File: config.mk
export PLATFORM = sky130hd
export DESIGN_NAME = cpu_run_controller
export DESIGN_NICKNAME = d
export VERILOG_FILES = /design/src/rtl/cpu_run_controller.sv
export SDC_FILE = /design/constraint.sdc
export NUM_CORES = 1
export LEC_CHECK = 0
export CAP_MARGIN = 0
export CORE_MARGIN = 2
export CORE_UTILIZATION = 50
export DETAILED_ROUTE_END_ITERATION = 16
export PLACE_DENSITY_LB_ADDON = 0.25
export SYNTH_ARGS = -nofsm -noshare
export SYNTH_HDL_FRONTEND = slang
export SYNTH_SLANG_ARGS = --single-unit
File: constraint.sdc
create_clock -name clk -period 6.9 [get_ports clk]
set_clock_uncertainty 0.2 [all_clocks]
set_input_delay 1.035 -clock clk [delete_from_list [all_inputs] [get_ports clk]]
set_output_delay 1.035 -clock clk [all_outputs]
set_load 0.03 [all_outputs]
File: src/rtl/cpu_run_controller.sv
// Run controller for the pipelined CPU: reset, run to halt/timeout,
// gate the CPU clock, then stream RF and DMEM words over valid/ready.
module cpu_run_controller #(
    parameter int DATA_W         = 32,
    parameter int ADDR_W         = 32,
    parameter int NUM_REGS       = 32,
    parameter int MEM_WORDS      = 1024,
    parameter int RESET_CYCLES   = 2,
    parameter int DRAIN_CYCLES   = 4,
    parameter int TIMEOUT_CYCLES = 65536,
    parameter int CNT_W          = 32
) (
    input  logic              clk,
    input  logic              rst,
    input  logic              start,
    input  logic              halt,
    output logic              cpu_rst,
    output logic              cpu_clk_en,
    output logic [ADDR_W-1:0] rf_rd_addr,
    input  logic [DATA_W-1:0] rf_rd_data,
    output logic [ADDR_W-1:0] mem_rd_addr,
    input  logic [DATA_W-1:0] mem_rd_data,
    output logic              out_valid,
    input  logic              out_ready,
    output logic              out_sel,
    output logic [ADDR_W-1:0] out_addr,
    output logic [DATA_W-1:0] out_data,
    output logic              out_last,
    output logic [CNT_W-1:0]  cycle_count,
    output logic              timeout,
    output logic              done
);

    localparam int MAX_W = (NUM_REGS > MEM_WORDS) ? NUM_REGS : MEM_WORDS;
    localparam int IDX_W = (MAX_W > 0) ? $clog2(MAX_W + 1) : 1;
    localparam logic [IDX_W-1:0] RF_LAST  = IDX_W'(NUM_REGS - 1);
    localparam logic [IDX_W-1:0] MEM_LAST = IDX_W'(MEM_WORDS - 1);
    localparam logic [CNT_W-1:0] TMO_LAST = CNT_W'(TIMEOUT_CYCLES - 1);
    localparam logic [31:0] RST_LAST = 32'(RESET_CYCLES - 1);
    localparam logic [31:0] DRN_LAST = 32'(DRAIN_CYCLES - 1);
    localparam bit HAS_RF  = (NUM_REGS != 0);
    localparam bit HAS_MEM = (MEM_WORDS != 0);
    localparam bit HAS_TMO = (TIMEOUT_CYCLES != 0);

    typedef enum logic [2:0] {
        IDLE, RESET_CPU, RUN, DRAIN, DUMP_RF, DUMP_MEM, DONE
    } state_t;

    state_t state, next_state;

    logic [31:0]       cnt;
    logic [IDX_W-1:0]  idx;
    logic [ADDR_W-1:0] idx_ext;
    logic              more;
    logic              dump_st, slot_free, ld, fin;
    logic              rf_end, mem_end, last_ld;
    logic              tmo_hit, go, drain_end;

    always_comb begin
        idx_ext = '0;
        idx_ext[IDX_W-1:0] = idx;
    end

    assign rf_rd_addr  = idx_ext;
    assign mem_rd_addr = idx_ext;
    assign cpu_rst     = !(state == IDLE || state == RESET_CPU);
    assign cpu_clk_en  = (state == RESET_CPU) || (state == RUN);
    assign done        = (state == DONE);

    assign dump_st   = (state == DUMP_RF) || (state == DUMP_MEM);
    assign slot_free = !out_valid || out_ready;
    assign ld        = dump_st && slot_free && more;
    assign fin       = dump_st && !more && out_valid && out_ready;
    assign rf_end    = (state == DUMP_RF) && (idx == RF_LAST);
    assign mem_end   = (state == DUMP_MEM) && (idx == MEM_LAST);
    assign last_ld   = ld && ((rf_end && !HAS_MEM) || mem_end);
    assign go        = start && (state == IDLE || state == DONE);
    assign drain_end = (DRAIN_CYCLES == 0) || (cnt == DRN_LAST);
    // halt has priority: a halting cycle never counts toward the timeout
    assign tmo_hit   = (state == RUN) && !halt && HAS_TMO &&
                       (cycle_count == TMO_LAST);

    always_ff @(posedge clk or negedge rst) begin
        if (!rst) state <= IDLE;
        else      state <= next_state;
    end

    always_comb begin
        next_state = state;
        unique case (state)
            IDLE:      if (start) next_state = RESET_CPU;
            RESET_CPU: if (cnt == RST_LAST) next_state = RUN;
            RUN:       if (halt || tmo_hit) next_state = DRAIN;
            DRAIN: begin
                if (drain_end) begin
                    if (HAS_RF)       next_state = DUMP_RF;
                    else if (HAS_MEM) next_state = DUMP_MEM;
                    else              next_state = DONE;
                end
            end
            DUMP_RF: begin
                if (fin)                          next_state = DONE;
                else if (ld && rf_end && HAS_MEM) next_state = DUMP_MEM;
            end
            DUMP_MEM:  if (fin) next_state = DONE;
            DONE:      if (start) next_state = RESET_CPU;
            default:   next_state = IDLE;
        endcase
    end

    always_ff @(posedge clk or negedge rst) begin
        if (!rst) begin
            cnt         <= '0;
            idx         <= '0;
            more        <= 1'b0;
            cycle_count <= '0;
            timeout     <= 1'b0;
            out_valid   <= 1'b0;
            out_sel     <= 1'b0;
            out_addr    <= '0;
            out_data    <= '0;
            out_last    <= 1'b0;
        end else begin
            if (next_state != state)
                cnt <= '0;
            else if (state == RESET_CPU || state == DRAIN)
                cnt <= cnt + 32'd1;

            if (go) begin
                cycle_count <= '0;
                timeout     <= 1'b0;
            end else if (state == RUN && !halt) begin
                if (cycle_count != '1)
                    cycle_count <= cycle_count + 1'b1;
                if (tmo_hit)
                    timeout <= 1'b1;
            end

            if (state == DRAIN && next_state != DRAIN) begin
                idx  <= '0;
                more <= HAS_RF || HAS_MEM;
            end

            if (ld) begin
                out_valid <= 1'b1;
                out_sel   <= (state == DUMP_MEM);
                out_addr  <= idx_ext;
                out_data  <= (state == DUMP_MEM) ? mem_rd_data : rf_rd_data;
                out_last  <= last_ld;
                idx       <= rf_end ? '0 : idx + 1'b1;
                if (last_ld) more <= 1'b0;
            end else if (fin) begin
                out_valid <= 1'b0;
                out_last  <= 1'b0;
            end
        end
    end

endmodule

-- After elaboration in Yosys (flattened, before gate mapping)
Cells that the tools add are included.
Widths: inputs -> output; s select.
- flip-flop bits (word level): 126
- logic and storage cells: 88
- add/subtract/negate cells: 3
- eq/ne operators: 14
- mux-type cells: 26
- reductions and logical operators: 34
- operators by type and width (cell ; number):
    $mux 32 ; 6
    $add 32x1->32 const B ; 2
    $mux 11 ; 3
    $eq 32x1->1 const B ; 1
    $eq 32x16->1 const B ; 1
    $eq 32x2->1 const B ; 1
    $ne 32x32->1 const B ; 1
    $mux 3 ; 7
    $pmux 3 s6 ; 1
    $logic_and 1x1->1 ; 13
    $reduce_bool 2->1 ; 6
    $add 11x1->11 const B ; 1
    $eq 11x10->1 const B ; 1
    $eq 11x5->1 const B ; 1
    $eq 3x3->1 const B ; 3
    $mux 1 ; 9
    $logic_or 1x1->1 ; 7
    $eq 3x2->1 const B ; 2
    $logic_not 1->1 ; 4
    $reduce_and 2->1 ; 2
    $eq 3x1->1 const B ; 1
    $logic_not 3->1 ; 1
    $ne 3x2->1 const B ; 1
    $ne 3x3->1 ; 1
    $reduce_or 2->1 ; 1

-- Depth between registers and ports, before layout
- word-level depth: 13
- depth in mapped cells: 8
- mapped depth without buffers: 6

-- Worst setup path after synthesis
No wires, ideal clock.
- kind: register -> output
- from: register state[0]
- to: output done
- data arrival time: 1.448 ns
- slack: 4.217 ns
- cell stages (with the launch flop): 4
- cells stage by stage: dfrtp_1 buf_2 clkbuf_1 nor3b_1
- cells in the longest elaborated chain, start to end: 1
- ends and longest elaborated chain (what ; RTL line ; RTL):
    start, declared ; 49 ; state_t state, next_state;
    start signal, assigned ; 85 ; else state <= next_state;
    $eq 3x3->1 ; 68 ; assign done = (state == DONE);
    end, declared ; 31 ; output logic done
No other way between the ends.

-- Final worst setup path
- from: register state[1]
- to: output done
Same word-level chain as after synthesis.

==> results_tabular.tex <==
\begin{tabular}{lr}
\hline
Metric & Value \\
\hline
\multicolumn{2}{l}{\textbf{Final layout}} \\
\quad Signed area change from the synthesized netlist to the final layout & 28.8\% \\
\quad Proportion of layout cells with a drive suffix above 1 & 5.69\% \\
\quad Commonest non-fill, non-tap cell in the layout & clkdlybuf4s50\_1 \\
\quad Inserted Diodes & 0 \\
\quad Top library cells by usage in the layout, fill and taps aside & clkdlybuf4s50\_1 (171), dfrtp\_1 (126), nand2\_1 (122) \\
\quad Finished Core Util & 66.0\% \\
\quad Final Instance Count excl. Fillers & 1111 \\
\quad Final Net Count & 991 \\
\multicolumn{2}{l}{\textbf{Critical path}} \\
\quad Critical path launch point type & flip-flop \\
\quad Arrival time reported for the critical path endpoint & about 2.2 ns \\
\quad Worst Path Required & 5.66 ns \\
\quad Capturing element type of the critical path & primary output \\
\quad Critical path start-end classification & reg -> out \\
\quad Crit-path max FO & 12 \\
\multicolumn{2}{l}{\textbf{Synth}} \\
\quad Post-synthesis sequential element count & 126 \\
\quad Mean cell area of the mapped netlist & a little over 9 sq um \\
\quad Share of Yosys cell area claimed by the top area cell type & between 40\% and 50\% \\
\quad Part of the Yosys area used for sequential elements & between 40 and 50\% \\
\quad Post-synth design cell area & 7140 sq um \\
\quad Count of flip-flops with a built-in enable after synthesis & 0 \\
\quad Count of yosys warnings during synthesis & 0 \\
\quad Count of mapped cells out of synthesis & 773 \\
\quad Flip-flop cell with the highest count after synthesis & dfrtp\_1 \\
\quad Yosys top cell by area & dfrtp\_1 \\
\quad Synth area leaders & dfrtp\_1 (44\%), buf\_4 (7.8\%), nand2\_1 (6.5\%), mux2i\_1 (5.7\%), o21ai\_0 (3.7\%) \\
\quad Share of synthesized registers carrying an async set or reset & 100\% \\
\quad Cell variety after synth & just under 60 \\
\multicolumn{2}{l}{\textbf{Route}} \\
\quad Drc violations & 0 \\
\quad WL/cell & 15.4 um \\
\quad Mean number of vias per cell & roughly 5.5 \\
\quad Router iterations before antenna repair & 4 \\
\quad DRC violation total after the first TritonRoute iteration & $\sim$450 \\
\quad Count of nets left with antenna violations after detail routing & 0 \\
\quad Drt total wl & $\sim$17 mm \\
\quad Total number of vias & 6072 \\
\multicolumn{2}{l}{\textbf{Die}} \\
\quad Height of the die & $\sim$120 um \\
\quad Die outline area & 15300 sq um \\
\quad Core area & 13900 sq um \\
\quad Die span in x & 124 um \\
\quad Initial core utilization & 51.3\% \\
\quad \# IOs & 236 \\
\quad Number of rows created at floorplan & 43 \\
\multicolumn{2}{l}{\textbf{Placed design}} \\
\quad Detailed placer's ending HPWL & 12.2 mm \\
\quad Weighted congestion reported at the end of routability-driven placement & 0.849 \\
\quad Cell count after placement & 1079 \\
\quad I/O Buffers & 172 \\
\quad Pre-CTS worst setup slack & 3.27 ns \\
\multicolumn{2}{l}{\textbf{GRT}} \\
\quad Number of global-route vias before repair & 5598 \\
\quad Global route overflow & 0 \\
\quad Global-route wire length before repair & $\sim$28 mm \\
\quad Overall track demand over capacity in global routing & 23.7\% \\
\quad Largest net degree at the start of global routing & between 80 and 90 \\
\quad Initial antenna violation count & 0 \\
\multicolumn{2}{l}{\textbf{Timing}} \\
\quad Tmin final & 3.48 ns \\
\quad Transition time at the pin with the least slew margin & 1.01 ns \\
\quad Final setup viols & 0 \\
\quad Highest clock rate & 0.287 GHz \\
\quad Total Negative Setup Slacks & 0 ns \\
\quad Max-slew violations & 0 \\
\quad RSZ-0062 raised after global routing & false \\
\quad Final Cycle Share & 50.4\% \\
\quad Final count of hold timing violations & 0 \\
\quad Final worst setup slack & about 3.4 ns \\
\quad Slew margin rel. & 32.7\% \\
\multicolumn{2}{l}{\textbf{Power}} \\
\quad Switching power of the nets & around 0.60 mW \\
\quad Sequential share of power & 40.8\% \\
\quad Relative contribution of combinational cells to total power & 18.8\% \\
\quad Reported leakage power & roughly 3.9 nW \\
\quad Switching fraction of total power & 28.8\% \\
\quad Clock network fraction of design power & 40.4\% \\
\quad Maximum vdd ir drop & 0.000174 V \\
\quad Total power consumption of the routed design & 2.07 mW \\
\quad Power per standard cell area & 225 nW/um\^{}2 \\
\quad Internal power component & 1.47 mW \\
\multicolumn{2}{l}{\textbf{Flow run}} \\
\quad Number of maximum-capacitance constraint violations & 0 \\
\multicolumn{2}{l}{\textbf{CTS}} \\
\quad CTS clock-pin slew for the worst setup and hold paths & $\sim$0.050 ns \\
\quad Resized cells post-CTS & 0 \\
\quad H-tree depth reported by CTS & 4 \\
\quad CTS Buf Count & 17 \\
\quad CTS tree & done \\
\quad Maximum clock insertion buffer count & 2 \\
\quad Sinks on the clock net & around 130 \\
\quad Later-pin clock latency in the skew report & approximately 0.41 ns \\
\quad Total of hold buffers inserted after clock tree synthesis & 0 \\
\quad Root buffer cell & clkbuf\_16 \\
\quad Buffers inserted during post-CTS setup optimization & 0 \\
\multicolumn{2}{l}{\textbf{Outcome}} \\
\quad Result of the run & complete, no violations \\
\multicolumn{2}{l}{\textbf{Hold path}} \\
\quad Min-delay worst type & reg -> reg \\
\hline
\end{tabular}
## cell usage after synthesis (3+ instances only)
cell type	count
a21oi_1	19
a22o_1	4
and2_1	3
and3_1	10
and4_1	13
buf_2	14
buf_4	74
clkbuf_1	22
dfrtp_1	126
ha_1	4
inv_1	8
mux2i_1	41
nand2_1	123
nand2b_1	5
nand3_1	32
nand4_1	21
nor2_1	24
nor3_1	38
nor3_2	7
nor4_1	22
o211ai_1	4
o21ai_0	53
o31ai_1	6
or3_1	9
or4_1	14
xnor2_1	20
xor2_1	16
## final timing paths
path	from	to	slack (ns)	cells past startpoint
min in group asynchronous	rst	cycle_count[8]	0.55	1
worst min-delay path	out_data[5]	out_data[5]	0.27	2
max in group asynchronous	rst	cnt[24]	4.66	2
worst max-delay path	state[1]	done	3.42	3
worst min register to register	out_data[5]	out_data[5]	0.27	2
worst max register to register	cycle_count[0]	cnt[22]	3.73	7
## final cells by class
| type | count | area (sq um) |
|---|---|---|
| Clock buffer | 26 | 499 |
| Clock inverter | 6 | 57.6 |
| Fill cell | 1164 | 4730 |
| Inverter | 9 | 33.8 |
| Multi-Input combinational cell | 588 | 3480 |
| Sequential cell | 126 | 3150 |
| Tap cell | 180 | 225 |
| Timing Repair Buffer | 176 | 1750 |
## cells by family after synthesis
| kind of cell | after synthesis | share of synthesized area, % |
|---|---|---|
| simple gates | 338 | 25.2 |
| flops | 126 | 44.1 |
| buf+inv | 121 | 10.6 |
| compound gates | 104 | 8.86 |
| mux | 43 | 6.06 |
| xor+xnor | 36 | 4.41 |
| fa+ha+maj | 4 | 0.701 |
| other cells | 1 | 0.0525 |
## metal layers
layer | GRT usage (%) | wire length, um | vias up
met5 | 0 | 0 | -
met2 | 36.7 | 8030 | 195
met4 | 9.02 | 316 | 0
met1 | 31.9 | 7660 | 2931
met3 | 6.00 | 1110 | 24
li1 | - | - | 2922
## through the flow
step                      instance area [sq um]  hold slack [ns]
after global placement                     8650            0.261
after floorplan                            7380            0.310
final                                      9200            0.274
after detailed placement                   8650            0.265
after CTS                                  9200            0.280
after global routing                       9200            0.298
## flip-flops by register name, summed over array words and instances, names as in the netlist
signal,count
state,3
timeout,1
out_last,1
out_addr,11
out_data,32
more,1
idx,11
cycle_count,32
out_valid,1
cnt,32
out_sel,1
## power by group through the flow
stage               clock, mW  sequential (mW)  combinational [mW]
finish                  0.837            0.845               0.389
global route            0.885            0.853               0.416
CTS                     0.852            0.844               0.393
detailed placement          0            0.854               0.392
global placement            0            0.854               0.387
floorplan                   0            0.923               0.181
## worst max-delay path: stages, from the launching register on
cell	delay, ns
dfrtp_1	0.59
inv_2	0.14
nor3b_1	0.35
clkdlybuf4s50_1	0.74
Note: power is estimated with default switching activity, not from simulation.
